===== src/rtl/pll_lock_sequencer_if.sv =====
// Signal bundle between the PLL lock sequencer and its PLL/consumer side.
// The master drives lock/restart; the slave (sequencer) drives PLL controls and status.
interface pll_lock_sequencer_if;
  logic       pll_lock;
  logic       restart;
  logic       pll_resetb;
  logic       pll_bypass;
  logic       clk_en;
  logic       fault;
  logic [2:0] state;
  logic [7:0] loss_count;

  modport master (
    output pll_lock, restart,
    input  pll_resetb, pll_bypass, clk_en, fault, state, loss_count
  );

  modport slave (
    input  pll_lock, restart,
    output pll_resetb, pll_bypass, clk_en, fault, state, loss_count
  );
endinterface


===== src/rtl/pll_lock_sequencer.sv =====
// Sequences an iCE40 PLL from the reference clock: reset, wait for lock, qualify, run, retry, fault.
// Optional macro PLL_SEQ_BYPASS_FALLBACK_EN: FAULT keeps downstream alive on the bypassed reference.
module pll_lock_sequencer #(
  parameter int unsigned RST_CYCLES    = 16,
  parameter int unsigned LOCK_TIMEOUT  = 4096,
  parameter int unsigned STABLE_CYCLES = 256,
  parameter int unsigned MAX_RETRIES   = 3,
  parameter int unsigned CNT_W         = 16
) (
  input  logic                 clk,
  input  logic                 resetn,
  pll_lock_sequencer_if.slave  bus
);

  localparam int unsigned RETRY_W = 4;
  localparam int unsigned LOSS_W  = 8;

  localparam logic [CNT_W-1:0]   RST_LAST    = CNT_W'(RST_CYCLES - 1);
  localparam logic [CNT_W-1:0]   LOCK_LAST   = CNT_W'(LOCK_TIMEOUT - 1);
  localparam logic [CNT_W-1:0]   STABLE_LAST = CNT_W'(STABLE_CYCLES - 1);
  localparam logic [RETRY_W-1:0] RETRY_MAX   = RETRY_W'(MAX_RETRIES);
  localparam logic [LOSS_W-1:0]  LOSS_SAT    = {LOSS_W{1'b1}};

  typedef enum logic [2:0] {
    ST_RST       = 3'd0,
    ST_WAIT_LOCK = 3'd1,
    ST_STABLE    = 3'd2,
    ST_RUN       = 3'd3,
    ST_FAULT     = 3'd4
  } state_e;

  state_e               state_q, state_d;
  logic [CNT_W-1:0]     timer_q, timer_d;
  logic [RETRY_W-1:0]   retry_q, retry_d;
  logic [LOSS_W-1:0]    loss_q, loss_d;
  logic                 lock_meta_q, lock_s_q;
  logic                 pll_resetb_q, pll_resetb_d;
  logic                 pll_bypass_q, pll_bypass_d;
  logic                 clk_en_q, clk_en_d;
  logic                 fault_q, fault_d;
  logic                 lock_lost_c;
  logic [LOSS_W-1:0]    loss_inc_c;

  // Two-flop synchronizer for the asynchronous PLL LOCK.
  always_ff @(posedge clk or negedge resetn) begin
    if (!resetn) begin
      lock_meta_q <= 1'b0;
      lock_s_q    <= 1'b0;
    end else begin
      lock_meta_q <= bus.pll_lock;
      lock_s_q    <= lock_meta_q;
    end
  end

  // State, timer, retry, loss counter and registered outputs.
  always_ff @(posedge clk or negedge resetn) begin
    if (!resetn) begin
      state_q      <= ST_RST;
      timer_q      <= '0;
      retry_q      <= '0;
      loss_q       <= '0;
      pll_resetb_q <= 1'b0;
      pll_bypass_q <= 1'b0;
      clk_en_q     <= 1'b0;
      fault_q      <= 1'b0;
    end else begin
      state_q      <= state_d;
      timer_q      <= timer_d;
      retry_q      <= retry_d;
      loss_q       <= loss_d;
      pll_resetb_q <= pll_resetb_d;
      pll_bypass_q <= pll_bypass_d;
      clk_en_q     <= clk_en_d;
      fault_q      <= fault_d;
    end
  end

  assign lock_lost_c = (state_q == ST_RUN) && !lock_s_q;
  assign loss_inc_c  = (loss_q == LOSS_SAT) ? loss_q : loss_q + LOSS_W'(1);

  // Next-state logic; restart overrides every other transition but still books a lock loss.
  always_comb begin
    state_d = state_q;
    timer_d = timer_q;
    retry_d = retry_q;
    loss_d  = loss_q;
    if (bus.restart) begin
      state_d = ST_RST;
      timer_d = '0;
      retry_d = '0;
      if (lock_lost_c) loss_d = loss_inc_c;
    end else begin
      case (state_q)
        ST_RST: begin
          if (timer_q == RST_LAST) begin
            state_d = ST_WAIT_LOCK;
            timer_d = '0;
          end else begin
            timer_d = timer_q + CNT_W'(1);
          end
        end
        ST_WAIT_LOCK: begin
          if (lock_s_q) begin
            state_d = ST_STABLE;
            timer_d = '0;
          end else if (timer_q == LOCK_LAST) begin
            timer_d = '0;
            if (retry_q == RETRY_MAX) begin
              state_d = ST_FAULT;
            end else begin
              state_d = ST_RST;
              retry_d = retry_q + RETRY_W'(1);
            end
          end else begin
            timer_d = timer_q + CNT_W'(1);
          end
        end
        ST_STABLE: begin
          // Lock chatter falls back without charging a retry.
          if (!lock_s_q) begin
            state_d = ST_WAIT_LOCK;
            timer_d = '0;
          end else if (timer_q == STABLE_LAST) begin
            state_d = ST_RUN;
            timer_d = '0;
            retry_d = '0;
          end else begin
            timer_d = timer_q + CNT_W'(1);
          end
        end
        ST_RUN: begin
          if (!lock_s_q) begin
            state_d = ST_RST;
            timer_d = '0;
            loss_d  = loss_inc_c;
          end
        end
        ST_FAULT: begin
          state_d = ST_FAULT;
        end
        default: begin
          state_d = ST_RST;
          timer_d = '0;
          retry_d = '0;
        end
      endcase
    end
  end

  // Output decode from the upcoming state so outputs change on the same edge as the state.
  always_comb begin
    pll_resetb_d = 1'b0;
    pll_bypass_d = 1'b0;
    clk_en_d     = 1'b0;
    fault_d      = 1'b0;
    case (state_d)
      ST_WAIT_LOCK, ST_STABLE: pll_resetb_d = 1'b1;
      ST_RUN: begin
        pll_resetb_d = 1'b1;
        clk_en_d     = 1'b1;
      end
      ST_FAULT: begin
        fault_d = 1'b1;
`ifdef PLL_SEQ_BYPASS_FALLBACK_EN
        pll_resetb_d = 1'b1;
        pll_bypass_d = 1'b1;
        clk_en_d     = 1'b1;
`endif
      end
      default: pll_resetb_d = 1'b0;
    endcase
  end

  assign bus.pll_resetb = pll_resetb_q;
  assign bus.pll_bypass = pll_bypass_q;
  assign bus.clk_en     = clk_en_q;
  assign bus.fault      = fault_q;
  assign bus.state      = state_q;
  assign bus.loss_count = loss_q;

endmodule


===== src/flat_wrapper.sv =====
// flat-port wrapper written by rule: the top's interface ports become plain ports
module pll_lock_sequencer_flat 
#(
  parameter int unsigned RST_CYCLES    = 16,
  parameter int unsigned LOCK_TIMEOUT  = 4096,
  parameter int unsigned STABLE_CYCLES = 256,
  parameter int unsigned MAX_RETRIES   = 3,
  parameter int unsigned CNT_W         = 16
)
  (clk, resetn, bus_pll_lock, bus_restart, bus_pll_resetb, bus_pll_bypass, bus_clk_en, bus_fault, bus_state, bus_loss_count);
  pll_lock_sequencer_if bus_i ();
  input  logic clk;
  input  logic resetn;
  input wire logic [$bits(bus_i.pll_lock)-1:0] bus_pll_lock;
  input wire logic [$bits(bus_i.restart)-1:0] bus_restart;
  output wire logic [$bits(bus_i.pll_resetb)-1:0] bus_pll_resetb;
  output wire logic [$bits(bus_i.pll_bypass)-1:0] bus_pll_bypass;
  output wire logic [$bits(bus_i.clk_en)-1:0] bus_clk_en;
  output wire logic [$bits(bus_i.fault)-1:0] bus_fault;
  output wire logic [$bits(bus_i.state)-1:0] bus_state;
  output wire logic [$bits(bus_i.loss_count)-1:0] bus_loss_count;
  assign bus_i.pll_lock = bus_pll_lock;
  assign bus_i.restart = bus_restart;
  assign bus_pll_resetb = bus_i.pll_resetb;
  assign bus_pll_bypass = bus_i.pll_bypass;
  assign bus_clk_en = bus_i.clk_en;
  assign bus_fault = bus_i.fault;
  assign bus_state = bus_i.state;
  assign bus_loss_count = bus_i.loss_count;
  pll_lock_sequencer #(.RST_CYCLES(RST_CYCLES), .LOCK_TIMEOUT(LOCK_TIMEOUT), .STABLE_CYCLES(STABLE_CYCLES), .MAX_RETRIES(MAX_RETRIES), .CNT_W(CNT_W)) u_core (.clk(clk), .resetn(resetn), .bus(bus_i));
endmodule

===== config.mk =====
export PLATFORM = sky130hd
export DESIGN_NAME = pll_lock_sequencer_flat
export DESIGN_NICKNAME = d
export VERILOG_FILES = /design/src/rtl/pll_lock_sequencer_if.sv /design/src/rtl/pll_lock_sequencer.sv /design/src/flat_wrapper.sv
export SDC_FILE = /design/constraint.sdc
export NUM_CORES = 1
export LEC_CHECK = 0
export ABC_CLOCK_PERIOD_IN_PS = 4400
export CELL_PAD_IN_SITES_DETAIL_PLACEMENT = 0
export CELL_PAD_IN_SITES_GLOBAL_PLACEMENT = 1
export CORE_UTILIZATION = 28
export DETAILED_ROUTE_END_ITERATION = 6
export HOLD_SLACK_MARGIN = 0.12
export MAX_ROUTING_LAYER = met4
export PLACE_DENSITY_LB_ADDON = 0.2
export SLEW_MARGIN = 30
export SYNTH_ARGS = -nofsm -noshare
export SYNTH_HDL_FRONTEND = slang
export SYNTH_SLANG_ARGS = --single-unit
export TNS_END_PERCENT = 20

===== constraint.sdc =====
create_clock -name clk -period 4.4 [get_ports clk]
set_input_delay 0.66 -clock clk [delete_from_list [all_inputs] [get_ports clk]]
set_output_delay 0.66 -clock clk [all_outputs]
set_load 0.05 [all_outputs]

# ---- After elaboration in Yosys (flattened, before gate mapping)
# Cells that the tools add are included.
dict set report totals {
  register_bits 36
  latch_bits 0
  mem_bits_rw 0
  rom_bits 0
  in_bits 4
  output_inout_bits 15
  word_cells 76
  mem_count 0
}
dict set report op_classes {
  addsub 3
  n_mul 0
  div 0
  magnitude_cmp 0
  eq_ne 23
  shifts 0
  mux 32
  n_bitwise 0
  reduce_logical 9
}
# op count
set op_table {}
lappend op_table {{2-to-1 mux 16 bit} 7}
lappend op_table {{one-hot mux 16 bit (5 select lines)} 1}
lappend op_table {{2-to-1 mux 8 bit} 5}
lappend op_table {{2-to-1 mux 3 bit} 8}
lappend op_table {{2-to-1 mux 4 bit} 6}
lappend op_table {{adder 16 x 1 -> 16 bit, second input constant} 1}
lappend op_table {{equality test 16 x 12 -> 1 bit, second input constant} 1}
lappend op_table {{equality test 16 x 4 -> 1 bit, second input constant} 1}
lappend op_table {{equality test 16 x 8 -> 1 bit, second input constant} 1}
lappend op_table {{one-hot mux 3 bit (5 select lines)} 1}
lappend op_table {{equality test 3 x 2 -> 1 bit, second input constant} 4}
lappend op_table {{one-hot mux 4 bit (3 select lines)} 1}
lappend op_table {{inequality test 3 x 2 -> 1 bit, second input constant} 3}
lappend op_table {{inequality test 3 bit, second input constant} 3}
lappend op_table {{adder 8 x 1 -> 8 bit, second input constant} 1}
lappend op_table {{equality test 8 bit, second input constant} 1}
lappend op_table {{equality test 3 x 1 -> 1 bit, second input constant} 2}
lappend op_table {{equality test 3 bit, second input constant} 2}
lappend op_table {{AND reduction 6 bit} 1}
lappend op_table {{OR reduction 3 bit} 2}
lappend op_table {{adder 4 x 1 -> 4 bit, second input constant} 1}
lappend op_table {{equality test 4 x 2 -> 1 bit, second input constant} 1}
lappend op_table {{inequality test 2 x 1 -> 1 bit, second input constant} 2}
lappend op_table {{inequality test 2 bit, second input constant} 2}
lappend op_table {{7 further kinds} 9}

# ---- Longest topological paths before layout
dict set report depth {
  word_depth 9
  ltp_mapped 7
  depth_no_buf 6
}

# ---- Least setup slack after synthesis
# OpenSTA, ideal clock, no wires.
dict set report synth_path {
  path_kind {input-to-reg}
  startpoint {in bus_restart}
  endpoint {reg u_core.timer_q[14]}
  setup_time_ns 0.110
  t_arrival_ns 2.036
  required_ns 4.290
  setup_slack_ns 2.254
  path_stages 6
  n_path_buf 1
  cell_sequence {clkbuf_1 -> a211oi_1 -> nand4_1 -> o221ai_2 -> o221ai_1 -> o41ai_1}
}
dict set report synth_via {
  elab_chain_cells 2
  elab_cells_between_ends 4
  classes_between {2 x eq/ne; 1 x mux; 1 x reduce/logical}
}
# element line_no
set synth_lines {}
lappend synth_lines {{from (decl)} flat_wrapper.sv:15} ;# input wire logic [$bits(bus_i.restart)-1:0] bus_restart;
lappend synth_lines {{inequality test 3 bit (no source line) / inequality test 2 bit (equally long branches)} --}
lappend synth_lines {{AND reduction 2 bit (no source line)} --}
lappend synth_lines {{to (signal assigned)} pll_lock_sequencer.sv:68} ;# timer_q <= timer_d;
lappend synth_lines {{to (decl)} pll_lock_sequencer.sv:33} ;# logic [CNT_W-1:0] timer_q, timer_d;
# Several ways; a longest one is shown, not always the timed one.
# A chain may end at the register's enable or synchronous reset.

# ---- Worst setup path after layout
dict set report layout_path {
  startpoint {in bus_restart}
  endpoint {reg u_core.timer_q[5]}
}
# Same word-level chain as after synthesis.

==> results.md <==
* Run status: completed
* Setup repair bufs after CTS at 0
* Startpoint class of the critical path: input pin
* Input/output buffers at 17
* Synthesized-area fraction occupied by adder cells at 1.896%
* Critical path start-end classification: input pin to register
* Share of final-layout standard cells stronger than drive strength 1 at a little under an eighth
* Commonest cells after routing, fill and taps aside: 36 x sky130_fd_sc_hd__dfrtp_1, 16 x sky130_fd_sc_hd__nand2_1, 16 x sky130_fd_sc_hd__clkdlybuf4s50_1, 15 x sky130_fd_sc_hd__nand3_1, 14 x sky130_fd_sc_hd__nor2_1
* Final WL at approximately 4600 µm
* Antenna diode instance count at 0
* CTS Root Cell: sky130_fd_sc_hd__clkbuf_8
* Compound-gate portion of the synthesized area at between 10% and 20%
* Worst VDD drop at 79.36 µV
* Post-detailed-placement half-perimeter wirelength at about 3200 µm
* Total negative slack at 0 ps
* FF-to-FF End: u_core.timer_q[5]
* Worst-path cell with the longest stage delay: sky130_fd_sc_hd__a211oi_1
* Tcrit/Tclk final at 60.32%
* Average cell area after synthesis at around 10 µm²
* Simple-gate portion of the synthesized area at ~25%
* Area growth from synthesis to final layout at 17.32%
* Die outline area at 7410 µm²
* Register clock-pin slew on the reported worst setup and hold paths at ~80 ps
* GP Congestion at approximately 0.75
* Biggest fanout along the worst timing path at 8
* Final slew viol count at 0
* Clock tree from TritonCTS: done
* Total power divided by cell area at 260.9 nW/µm²
* Stage delay of the slowest cell on the critical path at between 700 and 800 ps
* Syn_nets at approximately 210
* Area share of xor/xnor cells in the synthesized design at under 10%
* CTS H-Tree Depth at 2
* Via count of the routed design at about 1.6k
* Maximum clock rate at around 380 MHz
* Detail Route Antenna Nets at 0
* Number of search-and-repair iterations in the first detailed-routing pass at 4
* Pwr Total at between 0.6 and 0.7 mW
* Worst slack after detailed placement at around 1400 ps
* Dominant combinational cell family by area after synthesis: simple AND/OR/NAND/NOR gates
* Global-route wire length before repair at 7803 µm
* Ordered cell list for the critical path: clkdlybuf4s50_1 -> a211oi_1 -> nand4_1 -> o221ai_2 -> nor2_2 -> o32ai_1
* Worst setup slack after layout at approximately 1700 ps
* Hold Crit Start: u_core.lock_meta_q
* Number of gates resized after CTS at 0
* Placement Rows at 30
* Number of failing hold endpoints at the final stage at 0
* Initial detailed-routing violation count at 107
* Register area share after synthesis at a little under half
* Sort of element at the end of the critical path: register
* Multiplexer share of the synthesized area at about 1.6%
* Die boundary width at 86.08 µm
* NumNets Final at 227
* #FFs+latches synth at 36
* Number of antenna violations at the first check in global routing at 0
* Via-to-Cell Ratio at 5.139
* Async set-or-reset flop fraction in the synthesized netlist at 100.0%
* Mapped Area at approximately 2000 µm²
* Depth of the worst register-to-register path at 5
* Core Box Area at 6794 µm²
* Total number of clock tree sinks at 36
* Min Clock Period, post-route at ~2700 ps
* Maximum number of pins on one net before global-route repair at 37
* Max-capacitance violation count at 0
* Count of flip-flops with a built-in enable after synthesis at 0
* Launch instance of the worst register-to-register path: u_core.timer_q[9]
* Count of yosys warnings during synthesis at 0
* Post-synth top flop: sky130_fd_sc_hd__dfrtp_1
* Vias in the first global route at around 1.5k
* RSZ-0062 raised after global routing: no
* Most frequent standard cell in the layout excluding fill and tap cells: sky130_fd_sc_hd__dfrtp_1
* Hold-fix buffers, CTS at 0
* Final setup skew at between 9 and 10 ps
* Data required time of the worst path at ~4600 ps
* Number of setup violations in the final report at 0
* Skew-Pair Late Insertion Delay at 300 ps
* Total grt overflow at 0
* CP Data Arrival Time at about 2900 ps
* Worst slew pin tran at 908.4 ps
* Maximum clock path buffer count at 2
* Number of distinct library cells after synthesis at between 50 and 60
* Type of the most critical hold path: register to register
* Cell leakage power at around 0.90 nW
* Cell count after synthesis at between 200 and 250
* DRC violations left at 0
* WHS Path Cells at 0
* Gr usage total at between 10% and 20%
* Number of ports placed on the die boundary at 19
* Slack of the worst reg-to-reg path at roughly 1900 ps
* Hold Path Sink: u_core.lock_s_q
* Initial core utilization at between 20% and 30%
* Routed length per placed instance at 14.36 µm
* Worst-case headroom to the max-slew limit at a little under 40%
* Height of the die at about 86 µm
* TritonCTS buffer count at 5
-- report_power, final --
part / switching [mW] / internal [mW] / total (mW)
clock network: 0.131 / 0.110 / 0.242
logic: 0.0184 / 0.00702 / 0.0254
registers: 0.00486 / 0.334 / 0.339
-- per-layer routing --
layer	wire length (µm)	vias up	GRT usage (%)
met3	128	8	3.176
met5	0	-	-
met2	2166	23	21.86
li1	-	794	-
met1	2178	804	17.93
met4	78	0	5.000
-- kinds of logic after synthesis --
logic type                 after synthesis
DFF                                     36
and+or+nand+nor                         87
xor gates and xnor gates                 9
buffers and inverters                   14
other                                    1
AOI/OAI and AO/OA                       48
muxes                                    3
adders and majority gates                3
-- cell usage after synthesis, drive strengths merged, types with 5 or more instances --
| master | count | area share (%) |
|---|---|---|
| o21ai | 11 | 3.0 |
| dfrtp | 36 | 46 |
| nand4 | 6 | 1.9 |
| nand3 | 15 | 3.8 |
| nand2 | 16 | 3.0 |
| nor3 | 7 | 1.8 |
| o221ai | 5 | 2.5 |
| xnor2 | 6 | 2.7 |
| a21oi | 6 | 1.5 |
| inv | 9 | 1.7 |
| nor2 | 15 | 3.0 |
-- metrics by stage --
stage / utilization (%) / std cells / area, µm² / hold WS [ps]
final: 34.18 / 317 / 2322 / 356.0
after global routing: 34.18 / 317 / 2322 / 376.0
after CTS: 34.18 / 317 / 2322 / 357.7
after detailed placement: 32.89 / 309 / 2235 / 337.8
after global placement: 32.89 / 309 / 2235 / 331.9
after floorplan: - / 201 / 1979 / 331.2
-- worst max-delay path by stage --
stage / depth (start not counted) / end / slack, ps / from
6_report: 6 / u_core.timer_q[5] / 1750 / bus_restart
2_1_floorplan: 6 / u_core.timer_q[14] / 2250 / bus_restart
3_5_place_dp: 6 / u_core.timer_q[5] / 1420 / bus_restart
5_1_grt: 6 / u_core.timer_q[15] / 1490 / bus_restart
4_1_cts: 6 / u_core.timer_q[5] / 1740 / bus_restart
3_3_place_gp: 6 / u_core.timer_q[2] / 1550 / bus_restart
-- worst max-delay path, delay by kind of cell --
family          cells  cell delay [ps]
compound gates      3             1310
buf+inv             1              540
simple gates        2              340
-- layout make-up --
cell class,count,area [µm²]
Tap cell,96,120.1
Clock buffer,5,68.82
Multi-Input combinational cell,151,1015
Timing Repair Buffer,17,165.2
Inverter,9,33.78
Sequential cell,36,900.9
Clock inverter,3,18.77
Fill cell,709,4472
-- flip-flops by register name, indices dropped and copies added (netlist names) --
signal                 cells
u_core.bus.pll_resetb      1
u_core.bus.fault           1
u_core.bus.clk_en          1
u_core.lock_meta_q         1
u_core.bus.loss_count      8
u_core.bus.state           3
u_core.lock_s_q            1
u_core.timer_q            16
u_core.retry_q             4
Power figures use the tool's default switching activity.
